<file path="config.mk">
export PLATFORM = sky130hd
export DESIGN_NAME = registers_bank_reader
export DESIGN_NICKNAME = d
export VERILOG_FILES = /design/src/rtl/registers_bank_reader.sv
export SDC_FILE = /design/constraint.sdc
export NUM_CORES = 2
export LEC_CHECK = 0
export ABC_CLOCK_PERIOD_IN_PS = 2400
export CAP_MARGIN = 20
export CELL_PAD_IN_SITES_DETAIL_PLACEMENT = 0
export CELL_PAD_IN_SITES_GLOBAL_PLACEMENT = 2
export CORE_AREA = 2 2 406 408
export CTS_CLUSTER_SIZE = 40
export DETAILED_ROUTE_END_ITERATION = 8
export DIE_AREA = 0 0 408 410
export PLACE_DENSITY_LB_ADDON = 0.1
export SLEW_MARGIN = 20
export SYNTH_ARGS = -nofsm -noshare
export SYNTH_HDL_FRONTEND = slang
export SYNTH_SLANG_ARGS = --single-unit
</file>
<file path="constraint.sdc">
create_clock -name i_clk -period 2.4 [get_ports i_clk]
set_input_delay 0.6 -clock i_clk [delete_from_list [all_inputs] [get_ports i_clk]]
set_output_delay 0.6 -clock i_clk [all_outputs]
set_load 0.02 [all_outputs]
</file>
<file path="src/rtl/registers_bank_reader.sv">
// Snapshots the flattened register-bank debug bus on start and streams it out byte by byte.
// Optional leading 8'hA5 header byte is enabled with REGISTERS_BANK_READER_HEADER_EN.
module registers_bank_reader #(
    parameter int REGISTERS_BANK_SIZE = 32,
    parameter int REGISTERS_SIZE      = 32,
    parameter int BYTE_SIZE           = 8
) (
    input  logic                                          i_clk,
    input  logic                                          i_reset,
    input  logic                                          i_flush,
    input  logic                                          i_start,
    input  logic [REGISTERS_BANK_SIZE*REGISTERS_SIZE-1:0] i_bus_debug,
    input  logic                                          i_ready,
    output logic [BYTE_SIZE-1:0]                          o_data,
    output logic                                          o_valid,
    output logic                                          o_busy,
    output logic                                          o_done
);

    localparam int BUS_W = REGISTERS_BANK_SIZE * REGISTERS_SIZE;
    localparam int BPR   = REGISTERS_SIZE / BYTE_SIZE;
    localparam int N     = REGISTERS_BANK_SIZE * BPR;
    localparam int CW    = $clog2(N + 1);
`ifdef REGISTERS_BANK_READER_HEADER_EN
    localparam int TOTAL = N + 1;
`else
    localparam int TOTAL = N;
`endif
    localparam logic [CW-1:0] LAST_POS = CW'(TOTAL - 1);

    typedef enum logic [1:0] {
        IDLE,
        SEND,
        DONE
    } state_t;

    state_t               state_q, state_d;
    logic [BUS_W-1:0]     snapshot_q, snapshot_d;
    logic [CW-1:0]        count_q, count_d;
    logic [BYTE_SIZE-1:0] data_q, data_d;
    logic                 valid_q, valid_d;
    logic                 busy_q, busy_d;
    logic                 done_q, done_d;

    // Stream position to byte: header (if any) at position 0, then R0 LSB upward.
    function automatic logic [BYTE_SIZE-1:0] pickByte(input logic [BUS_W-1:0] src,
                                                      input logic [CW-1:0]    pos);
        int unsigned dataIdx;
`ifdef REGISTERS_BANK_READER_HEADER_EN
        if (pos == '0) begin
            return BYTE_SIZE'(8'hA5);
        end
        dataIdx = 32'(pos) - 32'd1;
`else
        dataIdx = 32'(pos);
`endif
        return BYTE_SIZE'(src >> (dataIdx * 32'(BYTE_SIZE)));
    endfunction

    always_ff @(posedge i_clk or negedge i_reset) begin
        if (!i_reset) begin
            state_q    <= IDLE;
            snapshot_q <= '0;
            count_q    <= '0;
            data_q     <= '0;
            valid_q    <= 1'b0;
            busy_q     <= 1'b0;
            done_q     <= 1'b0;
        end else begin
            state_q    <= state_d;
            snapshot_q <= snapshot_d;
            count_q    <= count_d;
            data_q     <= data_d;
            valid_q    <= valid_d;
            busy_q     <= busy_d;
            done_q     <= done_d;
        end
    end

    // Flush overrides everything; the first byte comes straight from the live bus at the start edge.
    always_comb begin
        state_d    = state_q;
        snapshot_d = snapshot_q;
        count_d    = count_q;
        data_d     = data_q;
        valid_d    = valid_q;
        busy_d     = busy_q;
        done_d     = 1'b0;

        if (i_flush) begin
            state_d = IDLE;
            count_d = '0;
            data_d  = '0;
            valid_d = 1'b0;
            busy_d  = 1'b0;
        end else begin
            case (state_q)
                IDLE: begin
                    if (i_start) begin
                        snapshot_d = i_bus_debug;
                        count_d    = '0;
                        data_d     = pickByte(i_bus_debug, '0);
                        valid_d    = 1'b1;
                        busy_d     = 1'b1;
                        state_d    = SEND;
                    end
                end
                SEND: begin
                    if (valid_q && i_ready) begin
                        if (count_q == LAST_POS) begin
                            valid_d = 1'b0;
                            done_d  = 1'b1;
                            state_d = DONE;
                        end else begin
                            count_d = count_q + 1'b1;
                            data_d  = pickByte(snapshot_q, count_q + 1'b1);
                        end
                    end
                end
                DONE: begin
                    busy_d  = 1'b0;
                    state_d = IDLE;
                end
                default: begin
                    state_d = IDLE;
                    valid_d = 1'b0;
                    busy_d  = 1'b0;
                end
            endcase
        end
    end

    assign o_data  = data_q;
    assign o_valid = valid_q;
    assign o_busy  = busy_q;
    assign o_done  = done_q;

endmodule

</file>
After elaboration in Yosys (flattened, before gate mapping)

Cells that the tools add are included.

Add/subtract/negate cells: 1
Equal/unequal tests: 9
Shifts and indexed selects: 1
Multiplexer cells: 26
Bitwise logic cells: 1
Reduce and logical (&&, ||, !) cells: 8

Operator list:

| operator              | count |
|---|---|
| $shr A1024 B11 Y8     | 1 |
| $mux W8               | 8 |
| $pmux W8 S2           | 2 |
| $ne A3 B3 Y1 const B  | 4 |
| $mux W1               | 9 |
| $add A8 B1 Y8 const B | 1 |
| $eq A8 B7 Y1 const B  | 1 |
| $mux W2               | 4 |
| $reduce_and A4 Y1     | 2 |
| $reduce_and A3 Y1     | 2 |
| $ne A2 B2 Y1 const B  | 2 |
| $pmux W2 S2           | 1 |
| $pmux W1 S3           | 1 |
| $reduce_bool A3 Y1    | 1 |
| $eq A2 B1 Y1 const B  | 1 |
| $eq A2 B2 Y1 const B  | 1 |
| $logic_not A2 Y1      | 1 |
| $pmux W1 S2           | 1 |
| $reduce_and A2 Y1     | 1 |
| $logic_and A1 B1 Y1   | 1 |
| $not A1 Y1            | 1 |

Flip-flop bits (word level): 1045
Bits of input ports: 1029
Output and inout port bits: 11
Word-level logic and storage cells: 53

Depth between registers and ports, before layout

Word-level depth: 6
Gate-level depth with buffers: 12
Depth with buffers taken out: 8

Least setup slack after synthesis

OpenSTA, ideal clock, no wires.

Kind: reg-to-reg
Start point: register count_q[1]
End point: register data_q[0] (netlist: o_data[0])
Setup time: 127 ps
Arrival: 2354 ps
Data required time: 2273 ps
Setup slack: -81 ps
Stages on the path, launching flop included: 8
Buffers on the path: 2
Clock period less this slack: 2481 ps
Path through: dfrtp_1 -> ha_1 -> buf_2 -> clkbuf_1 -> mux4_2 -> mux4_2 -> o211ai_1 -> o21ai_1

Cells in the longest elaborated chain, start to end: 6
Elaborated cells on any way between the ends: 9
Classes of those cells: add/sub: 1; eq/ne: 2; shift: 1; mux: 4; reduce/logical: 1

Ends and longest elaborated chain:

| item                     | line | text |
|---|---|---|
| start: declaration       | 39   | `logic [CW-1:0] count_q, count_d;` |
| start signal: assignment | 72   | `count_q <= count_d;` |
| $add A8 B1 Y8            | 116  | `data_d = pickByte(snapshot_q, count_q + 1'b1);` |
| $shr A1024 B11 Y8        | 57   | `return BYTE_SIZE'(src >> (dataIdx * 32'(BYTE_SIZE)));` |
| $mux W8                  | 110  | `if (count_q == LAST_POS) begin` |
| $mux W8                  | 109  | `if (valid_q && i_ready) begin` |
| $pmux W8 S2              | 97   | `case (state_q)` |
| $mux W8                  | 90   | `if (i_flush) begin` |
| end signal: assignment   | 73   | `data_q <= data_d;` |
| end: declaration         | 40   | `logic [BYTE_SIZE-1:0] data_q, data_d;` |

Several ways; a longest one is shown, not always the timed one. The select of a mux whose other input is x is not followed.
A chain may end at the register's enable or synchronous reset.

Final worst setup path

Start point: register count_q[0]
End point: register data_q[4] (netlist: o_data[4])

Same word-level chain as after synthesis.

==> flow_summary.toml <==
[run_status]
status = "finished with violations"
violations = "negative setup slack"

[critical_path]
start_kind = "flip-flop"
crit_fanout = 16
cp_cell_sequence = "ha_4, xor2_4, buf_4, buf_6, buf_16, mux2i_1, a32oi_1, buf_4, a31oi_1, a221oi_2, buf_4, nand4_1, buf_4, o21ai_1"
crit_path_frequent_cell = "buf_4"
max_stage_delay_ps = 490
endpoint_kind = "flip-flop"
required_ps = 3030
crit_type = "flip-flop to flip-flop"
crit_slowest_cell = "dfrtp_4"
arrival_ps = 3580

[synthesis]
synth_simple_gate_area_share_pct = 6.57
synth.distinct_cells = 57
ys_seq_area_share_pct = 55.3
yosys.area_share.xor_xnor_pct = 0.180
async_flop_share_pct = 100
synthMuxAreaShare_pct = 32.4
synth_edf_count = 0
syn_avg_cell_area_um2 = 13.8
ys_ff_latch = 1045
yosys_warnings = 0
syn-cell-area_um2 = 47300
yosys.area_share.adder_pct = 0.0265
synth_top_family_by_area = "multiplexers"
netlist_instances = 3431
yosys_most_used_dff = "dfrtp_1"
synth-compound-area-share_pct = 3.09
syn-num-nets = 4461

[cells_and_area]
instances_no_fill = 7134
final_core_util_pct = 42.6
stdcell_area_um2 = 69600
syn2layout_area_growth_pct = 47.3
final_common_cell = "dfrtp_1"
nets = 5848
layout_common_cells = "dfrtp_1, clkdlybuf4s50_1, mux2_2"
nFillCells = 15300
drive_gt1_share_pct = 39.3

[timing]
layout_setup_ws_ps = -555
timing.final.crit_period_ps = 2950
drv_slew = 0
setup_violations = 9
rsz0062_at_grt = "yes"
max_freq_ghz = 0.338
final_hold_viol_count = 0
worstMarginPinSlew_ps = 739
fin_crit_sh_pct = 123
slew_headroom_pct = 50.7
finalSetupTns_ps = -4250
clock_skew_ps = 29.3

[floorplan]
start_util_pct = 28.9
die-height_um = 410
io_pins = 1040
dieWidth_um = 408
die-area_um2 = 167000
coreArea_um2 = 163000
num_rows = 149

[flow_run]
drv_cap = 0

[global_route]
grt_pass1_wl_um = 290000
antenna_found_initial = 99
grt_overflow = 0
gr-usage-all-layers_pct = 24.5
grt_pass1_vias = 37600
grt_start_max_net_pins = 72

[clock_tree]
cts.sinks = 1045
numCtsBuffers = 131
cts_root_buf = "clkbuf_16"
cts_max_path_buffers = 3
h-tree-depth = 4
path_clk_slew_ps = 60
clock_latency_ps = 760
cts_tree = "yes"

[placement]
dp_cells = 6812
hpwl_um = 162000
gp_congestion = 0.820
place_area_um2 = 63500
io_buffers = 1039

[routing]
drt_iter0_markers = 1726
antenna_left = 0
drt-total-wl_um = 208000
wl_per_cell_um = 29.2
drc = 0
vias = 34600
drtPass1Iterations = 7
vias_per_cell = 4.86

[power_and_ir_drop]
max-vdd-ir-drop_uv = 650
p_leak_nw = 27.9
powerDensity_nw_per_um2 = 773

[worst_hold_path]
hold_class = "input pin to asynchronous set/reset pin"
[logic make-up (layout without fill, tap and decap cells)]
logic type | count (synthesis) | in the layout
multiplexers | 1216 | 1216
flip-flops | 1045 | 1045
AND/OR/NAND/NOR | 716 | 716
buffers and inverters | 247 | 1731
AO/OA/AOI/OAI | 198 | 198
XOR/XNOR | 8 | 8
adder cells (fa/ha/maj) | 1 | 1
other | 0 | 30
[final cells by class]
type	instances	area [um^2]	area share (%)
inverters	2	7.51	0.0108
multi-input cells	2139	20700	29.8
flip-flops and latches	1045	26200	37.6
clock buffers	188	3730	5.36
clock inverters	42	559	0.803
diodes	30	75.1	0.108
repair buffers	1499	15600	22.4
well taps	2189	2740	3.93
[worst max-delay path, delay by kind of cell (launching register included)]
kind | cells | cell delay, ps
DFF | 1 | 490
xor gates and xnor gates | 1 | 250
muxes | 1 | 320
buffers and inverters | 6 | 960
AOI/OAI and AO/OA | 4 | 490
and+or+nand+nor | 1 | 100
adders and majority gates | 1 | 200
[synth_stat cells (all sizes together), types with 10 or more instances]
cell / n / area share [%]
dfrtp: 1045 / 55
mux2: 1025 / 24
nand2: 461 / 3.7
mux4: 150 / 7.1
nand3: 150 / 1.6
buf: 130 / 1.4
clkbuf: 115 / 0.91
a32oi: 41 / 0.76
mux2i: 41 / 0.87
o21ai: 34 / 0.36
nand4: 29 / 0.38
a311oi: 28 / 0.52
nor2: 19 / 0.17
o22ai: 18 / 0.24
a31oi: 16 / 0.21
a21oi: 12 / 0.13
and2: 12 / 0.16
nor3: 12 / 0.14
a2111oi: 10 / 0.19
a22oi: 10 / 0.17
[metrics by stage]
stage | power [W] | hold WS, ps | setup slack [ps]
after detailed placement | 0.0342 | 490 | -1220
after global routing | 0.0564 | 389 | -684
after floorplan | 0.0287 | 304 | 58.3
final | 0.0538 | 377 | -555
after global placement | 0.0340 | 484 | -1190
after CTS | 0.0546 | 374 | -565
[flip-flops by register name (all words and copies together) (netlist names)]
name,flops
o_data,8
state_q,2
o_valid,1
o_done,1
snapshot_q,1024
o_busy,1
count_q,8
[path summary, 6_finish.rpt]
check	cells after the start	endpoint	slack (ps)	start
setup / recovery	14	o_data[4]	-550	count_q[0]
hold reg to reg	1	o_busy	500	o_busy
setup reg to reg	14	o_data[4]	-550	count_q[0]
max in group asynchronous	4	snapshot_q[519]	1040	i_reset
min in group i_clk	2	snapshot_q[275]	440	i_bus_debug[275]
hold / removal	2	snapshot_q[321]	380	i_reset
[routing by layer]
layer	GRT usage, %	up-vias	wire length, um	part of all wire, %
li1	-	15400	-	-
met1	29.9	17800	85200	41
met2	42.3	1029	104000	50
met3	6.82	332	13100	6.3
met4	6.73	96	5600	2.7
met5	0	-	589	0.28
[power by group]
group / leakage, nW / total, W / switching [W] / internal [W]
registers: 12.3 / 0.0237 / 0.00226 / 0.0214
logic: 13.5 / 0.0103 / 0.00396 / 0.00633
clock network: 2.10 / 0.0199 / 0.00820 / 0.0117
total: 27.9 / 0.0538 / 0.0144 / 0.0394
[timing repair]
item	CTS	global route
hold buffers	1	0
pin swaps	42	18
resized for setup	139	43
endpoints found under the setup margin	26	14
hold endpoints to repair	11	0
cloned	14	3
buffers inserted	39	12
No activity file was read; power rests on OpenSTA's default activity.
